File: config.mk
export PLATFORM = sky130hd
export DESIGN_NAME = demux1xn_bp_flat
export DESIGN_NICKNAME = d
export VERILOG_FILES = /design/src/rtl/demux1xn_bp_if.sv /design/src/rtl/demux1xn_bp.sv /design/src/flat_wrapper.sv
export SDC_FILE = /design/constraint.sdc
export NUM_CORES = 1
export LEC_CHECK = 0
export BUFFER_PORTS_ARGS = -buffer_cell sky130_fd_sc_hd__buf_2
export CORE_MARGIN = 3
export CORE_UTILIZATION = 40
export CTS_BUF_LIST = sky130_fd_sc_hd__clkbuf_8
export DETAILED_ROUTE_END_ITERATION = 8
export PLACE_DENSITY = 0.69
export SYNTH_ARGS = -nofsm -noshare
export SYNTH_HDL_FRONTEND = slang
export SYNTH_SLANG_ARGS = --single-unit
File: constraint.sdc
create_clock -name clk -period 2.65 [get_ports clk]
set_input_delay 0.1325 -clock clk [delete_from_list [all_inputs] [get_ports clk]]
set_output_delay 0.1325 -clock clk [all_outputs]
set_load 0.005 [all_outputs]
File: src/rtl/demux1xn_bp_if.sv
// Stream bus of the 1xN demux: upstream word/handshake, per-channel full flags,
// and the flattened channel outputs with their one-hot push strobes.
interface demux1xn_bp_if #(
  parameter int DATA_W  = 8,
  parameter int NUM_OUT = 4,
  parameter int SEL_W   = 2
);
  logic [DATA_W-1:0]         in;
  logic                      valid_in;
  logic [SEL_W-1:0]          classif;
  logic [NUM_OUT-1:0]        fifo_full;
  logic                      ready_out;
  logic [NUM_OUT-1:0]        push;
  logic [NUM_OUT*DATA_W-1:0] out;
  logic                      err_class;

  // Environment side: feeds words and full flags, observes the channels
  modport master (
    output in, valid_in, classif, fifo_full,
    input  ready_out, push, out, err_class
  );

  // Demux side
  modport slave (
    input  in, valid_in, classif, fifo_full,
    output ready_out, push, out, err_class
  );
endinterface

File: src/rtl/demux1xn_bp.sv
// 1xN stream demux with valid/ready input, per-channel full backpressure via a
// one-entry hold register, and out-of-range class detection. DEMUX1XN_STATS_EN adds counters.
module demux1xn_bp #(
  parameter int DATA_W  = 8,
  parameter int NUM_OUT = 4,
  parameter int SEL_W   = 2   // 2**SEL_W must cover NUM_OUT
) (
  input  logic                  clk,
  input  logic                  reset,
  demux1xn_bp_if.slave          bus
`ifdef DEMUX1XN_STATS_EN
  ,
  output logic [NUM_OUT*16-1:0] word_cnt,
  output logic [15:0]           drop_cnt
`endif
);

  typedef enum logic {PASS, HOLD} state_t;

  state_t              state_reg, state_next;
  logic [DATA_W-1:0]   hold_data_reg, hold_data_next;
  logic [SEL_W-1:0]    hold_c_reg, hold_c_next;
  logic [NUM_OUT-1:0]  push_reg, push_next;
  logic                err_reg, err_next;
  logic                write_en;
  logic [SEL_W-1:0]    write_ch;
  logic [DATA_W-1:0]   write_data;
  logic [DATA_W-1:0]   out_reg [NUM_OUT];
  logic                accept;
  logic                in_range;

  assign bus.ready_out = reset & (state_reg == PASS);
  assign accept        = bus.valid_in & bus.ready_out;
  assign in_range      = (32'(bus.classif) < 32'(NUM_OUT));

  always_comb begin
    state_next     = state_reg;
    hold_data_next = hold_data_reg;
    hold_c_next    = hold_c_reg;
    err_next       = 1'b0;
    write_en       = 1'b0;
    write_ch       = bus.classif;
    write_data     = bus.in;
    case (state_reg)
      PASS: begin
        if (accept) begin
          if (!in_range) begin
            err_next = 1'b1;
          end else if (bus.fifo_full[bus.classif]) begin
            hold_data_next = bus.in;
            hold_c_next    = bus.classif;
            state_next     = HOLD;
          end else begin
            write_en = 1'b1;
          end
        end
      end
      HOLD: begin
        // The held word retries every cycle until its channel has room
        write_ch   = hold_c_reg;
        write_data = hold_data_reg;
        if (!bus.fifo_full[hold_c_reg]) begin
          write_en   = 1'b1;
          state_next = PASS;
        end
      end
      default: state_next = PASS;
    endcase
  end

  always_ff @(posedge clk) begin
    if (!reset) begin
      state_reg     <= PASS;
      hold_data_reg <= '0;
      hold_c_reg    <= '0;
      push_reg      <= '0;
      err_reg       <= 1'b0;
    end else begin
      state_reg     <= state_next;
      hold_data_reg <= hold_data_next;
      hold_c_reg    <= hold_c_next;
      push_reg      <= push_next;
      err_reg       <= err_next;
    end
  end

  assign bus.push      = push_reg;
  assign bus.err_class = err_reg;

  genvar gi;
  generate
    for (gi = 0; gi < NUM_OUT; gi++) begin : g_ch
      assign push_next[gi] = write_en && (write_ch == SEL_W'(gi));

      always_ff @(posedge clk) begin
        if (!reset) begin
          out_reg[gi] <= '0;
        end else if (push_next[gi]) begin
          out_reg[gi] <= write_data;
        end
      end

      assign bus.out[gi*DATA_W +: DATA_W] = out_reg[gi];

`ifdef DEMUX1XN_STATS_EN
      logic [15:0] word_cnt_reg;

      always_ff @(posedge clk) begin
        if (!reset) begin
          word_cnt_reg <= '0;
        end else if (push_next[gi] && (word_cnt_reg != 16'hFFFF)) begin
          word_cnt_reg <= word_cnt_reg + 16'd1;
        end
      end

      assign word_cnt[gi*16 +: 16] = word_cnt_reg;
`endif
    end
  endgenerate

`ifdef DEMUX1XN_STATS_EN
  logic [15:0] drop_cnt_reg;

  always_ff @(posedge clk) begin
    if (!reset) begin
      drop_cnt_reg <= '0;
    end else if (err_next && (drop_cnt_reg != 16'hFFFF)) begin
      drop_cnt_reg <= drop_cnt_reg + 16'd1;
    end
  end

  assign drop_cnt = drop_cnt_reg;
`endif

endmodule

File: src/flat_wrapper.sv
// flat-port wrapper written by rule: the top's interface ports become plain ports
module demux1xn_bp_flat 
#(
  parameter int DATA_W  = 8,
  parameter int NUM_OUT = 4,
  parameter int SEL_W   = 2                                 
)
  (clk, reset, bus_in, bus_valid_in, bus_classif, bus_fifo_full, bus_ready_out, bus_push, bus_out, bus_err_class);
  demux1xn_bp_if #(.DATA_W(DATA_W), .NUM_OUT(NUM_OUT), .SEL_W(SEL_W)) bus_i ();
  input  logic clk;
  input  logic reset;
  input wire logic [$bits(bus_i.in)-1:0] bus_in;
  input wire logic [$bits(bus_i.valid_in)-1:0] bus_valid_in;
  input wire logic [$bits(bus_i.classif)-1:0] bus_classif;
  input wire logic [$bits(bus_i.fifo_full)-1:0] bus_fifo_full;
  output wire logic [$bits(bus_i.ready_out)-1:0] bus_ready_out;
  output wire logic [$bits(bus_i.push)-1:0] bus_push;
  output wire logic [$bits(bus_i.out)-1:0] bus_out;
  output wire logic [$bits(bus_i.err_class)-1:0] bus_err_class;
  assign bus_i.in = bus_in;
  assign bus_i.valid_in = bus_valid_in;
  assign bus_i.classif = bus_classif;
  assign bus_i.fifo_full = bus_fifo_full;
  assign bus_ready_out = bus_i.ready_out;
  assign bus_push = bus_i.push;
  assign bus_out = bus_i.out;
  assign bus_err_class = bus_i.err_class;
  demux1xn_bp #(.DATA_W(DATA_W), .NUM_OUT(NUM_OUT), .SEL_W(SEL_W)) u_core (.clk(clk), .reset(reset), .bus(bus_i));
endmodule
* After elaboration in Yosys (flattened, before gate mapping) *
Memories as Yosys holds them, arrays and structs flattened.
Index checks and enable logic that the tools add are counted.
Widths: inputs -> output; s select.

word-level totals
  flip-flop bits (word level) = 15
  latch bits = 0
  memory bits (writable) = 32
  bits in read-only memories = 0
  output and inout port bits = 38
  logic and storage cells = 54
  memories kept = 1

memories
  name            words  width  rd ports  clocked after memory_dff  write ports  line               source
  u_core.out_reg  4      8      4         0                         4            demux1xn_bp.sv:28  logic [DATA_W-1:0] out_reg [NUM_OUT];

cells by class
  add/sub/neg operators = 0
  multipliers = 0
  divide/modulo/power cells = 0
  order comparisons = 2
  equal/unequal tests = 3
  shift operators = 0
  mux-type cells = 31
  bitwise operators = 7
  reductions and logical operators = 6

operators by type and width
  kind                number
  $mux 8              5
  $mux 1              21
  $lt 2x3->1 const B  2
  $bmux 1 s2          2
  $eq 2x2->1 const B  2
  $logic_and 1x1->1   4
  $or 1x1->1          4
  $pmux 1 s2          2
  $reduce_and 3->1    1
  $and 1x1->1         2
  $eq 2x1->1 const B  1
  $logic_not 2->1     1
  $mux 2              1
  $not 1->1           1

* Logic depth before layout (Yosys ltp) *
  depth after elaboration = 10
  gate-level depth with buffers = 5

* Worst setup path before layout *
OpenSTA, ideal clock, no wires.

  path type = register to register
  start point = register u_core.hold_c_reg[0]
  end point = memory u_core.out_reg[3][0] (enable)
  arrival = 1796 ps
  required time = 2275 ps
  path slack = 478 ps
  cell stages (with the launch flop) = 5
  period minus slack after synthesis = 2172 ps
  path through = dfxtp_1 -> mux4_2 -> o22a_4 -> buf_6 -> o31ai_2

RTL lines
  item                    line               source
  start, declared         demux1xn_bp.sv:22  logic [SEL_W-1:0] hold_c_reg, hold_c_next;
  start signal, assigned  demux1xn_bp.sv:81  hold_c_reg <= hold_c_next;
  end, declared           demux1xn_bp.sv:28

==> flow_summary.yaml <==
sta:
  setup_tns_ns: 0
  hold_viol_final: 0
  fmax_mhz: 473
  slew_viol_final: 0
  skew_ns: 0.00564
  rsz0062_at_grt: "false"
  timing.final.crit_share: 0.798
  setup_viol: 0
  relSlewSlack: 0.546
  tightest_slew_ns: 0.680
  min_period_ns: 2.12
global_routing:
  grt_pass1_wl_mm: 7.08
  grt_antenna_before_repair: 0
  grt.total_usage: 0.149
  overflow: 0
  grt_pass1_vias: 1449
  grt_start_max_net_pins: 35
worst_hold_path:
  hold_class: "in2reg"
yosys:
  netlist-cell-type-count: 26
  yosysWarnings: 0
  synth_fp_nets: 195
  ys_seq_elements: 47
  syn_area_um2: 2080
  yosysSeqAreaShare: 0.605
  synth.avg_cell_area_um2: 11.7
  syn_inst: 178
clock_tree:
  cts_made_buffers: 5
  cts_setup_buffers: 0
  clockBufferDepth: 2
  cts.reportedPaths.clkPinSlew_ns: 0.09
  postCtsHoldBufs: 0
  clockRootBuffer: "clkbuf_8"
  cts.sinks: 47
  cts_resized: 0
  clk_latency_ns: 0.30
  tritoncts: "yes"
  cts.htree.levels: 2
setup_path:
  start_kind: "flop"
  critPathKind: "reg2reg"
  crit_chain: "mux2_2 > o31ai_4"
  arrival_ns: 2.07
  worst-path-max-fanout: 20
  critPathCaptureType: "flop"
  cp.required_ns: 2.61
  critPathSlowestCell: "dfxtp_1"
  cpPeakStageDelay_ns: 0.77
finish:
  final_cells: 294
  largest_reg_flops: 32
  post-route-util: 0.506
  final.fill_count: 460
  drive_gt1_frac: 0.374
  n_antenna_cell: 0
  num-nets-final: 243
  areaGrowthSynthToFinish_pct: 18.5
floorplanning:
  initial_utilization: 0.427
  fp.dieW_um: 78.2
  rows: 25
  core_um2: 4880
  io_pins: 55
  die_h_um: 78.2
  die_area_um2: 6110
place:
  post-place-cells: 286
  port_buffers: 53
  routabilityCongestion: 0.790
  hpwl_mm: 3.11
detailed_routing:
  viasPerCell: 5.10
  dr.pass1.iters: 4
  wire_per_inst_um: 14.6
  vias: 1500
  routed_wl_mm: 4.29
  drc: 0
  first_iter_violations: 150
  ant_nets: 0
pwr:
  power_density_nw_per_um2: 581
  p_leak_nw: 0.932
  peakVddDrop_mv: 0.358
flow_run:
  drv_cap: 0
status:
  status: "complete, no violations"
[critical path: cells and delay by family, from the launching register on]
family | cells | cell delay (ns)
mux | 1 | 0.58
compound gates | 1 | 0.43
flops | 1 | 0.77
[cell usage in the layout, fill, tap and decap left out, drive strengths merged]
| master | netlist | layout |
|---|---|---|
| clkbuf | 10 | 5 |
| nor2b | 2 | 2 |
| dfxtp | 15 | 15 |
| mux2 | 10 | 10 |
| a21oi | 1 | 1 |
| nand3 | 25 | 25 |
| and3b | 1 | 1 |
| edfxtp | 32 | 32 |
| mux2i | 2 | 2 |
| nor3 | 36 | 36 |
| o22a | 1 | 1 |
| o21ai | 9 | 9 |
| a21o | 1 | 1 |
| clkinv | 0 | 2 |
| nand3b | 1 | 1 |
| mux4 | 2 | 2 |
| nand2 | 12 | 12 |
| a22oi | 1 | 1 |
| and2 | 1 | 1 |
| o31ai | 4 | 4 |
| clkinvlp | 0 | 1 |
| conb | 1 | 1 |
| buf | 10 | 61 |
| inv | 1 | 1 |
[cell families after synthesis]
group	synth area share
compound gates	0.0678
buf+inv	0.0552
flops	0.605
mux	0.0852
other cells	0.00180
simple gates	0.185
[synth_stat cells]
master / number / area, um^2
nor3_1: 36 / 180
edfxtp_1: 32 / 961
nand3_1: 25 / 125
dfxtp_1: 15 / 300
nand2_1: 12 / 45.0
clkbuf_1: 10 / 37.5
mux2_2: 10 / 113
o21ai_0: 9 / 45.0
buf_6: 4 / 45.0
buf_1: 3 / 11.3
o31ai_2: 3 / 37.5
buf_2: 2 / 10.0
mux2i_1: 2 / 20.0
mux4_2: 2 / 45.0
nor2b_1: 2 / 12.5
a21o_1: 1 / 7.51
a21oi_1: 1 / 5.00
a22oi_1: 1 / 7.51
and2_0: 1 / 6.26
and3b_1: 1 / 8.76
buf_4: 1 / 7.51
conb_1: 1 / 3.75
inv_1: 1 / 3.75
nand3b_1: 1 / 7.51
o22a_4: 1 / 17.5
o31ai_4: 1 / 21.3
[per-stage QoR]
stage               total power [mW]  hold slack (ns)  area [um^2]  setup slack [ns]
detailed placement              1.04            0.369         2380             0.540
global placement                1.03            0.375         2380             0.557
finish                          1.43           0.0661         2470             0.534
floorplan                      0.975            0.242         2080             0.478
global route                    1.50           0.0861         2470             0.397
CTS                             1.45           0.0554         2470             0.535
[metal layers]
metal / global-route usage / vias to the layer above / wire length (um)
li1: - / 756 / -
met1: 0.200 / 692 / 1910
met2: 0.240 / 48 / 2050
met3: 0.0356 / 4 / 278
met4: 0.0420 / 0 / 44
met5: 0 / - / 0
[cell type report]
cell class	count	area (um^2)	area share
Clock buffer	5	68.8	0.0278
Clock inverter	3	20.0	0.00810
Inverter	1	3.75	0.00152
Multi-Input combinational cell	110	708	0.287
Sequential cell	47	1260	0.510
Tap cell	67	83.8	0.0339
Timing Repair Buffer	61	325	0.132
[final timing paths]
| check | from | to | slack [ns] | cells after the start |
|---|---|---|---|---|
| worst max-delay path | u_core.state_reg | u_core.out_reg[1][5] | 0.53 | 2 |
| worst min-delay path | bus_in[0] | u_core.hold_data_reg[0] | 0.07 | 3 |
| worst max register to register | u_core.state_reg | u_core.out_reg[1][5] | 0.53 | 2 |
| worst min register to register | u_core.hold_data_reg[3] | u_core.hold_data_reg[3] | 0.46 | 2 |
[power breakdown]
group          leakage, nW  switching, mW  internal, mW
clock network       0.0418          0.232         0.184
logic                0.436          0.113        0.0734
registers            0.455         0.0153         0.818
total                0.932          0.360          1.07
Note: power is estimated with default switching activity, not from simulation.
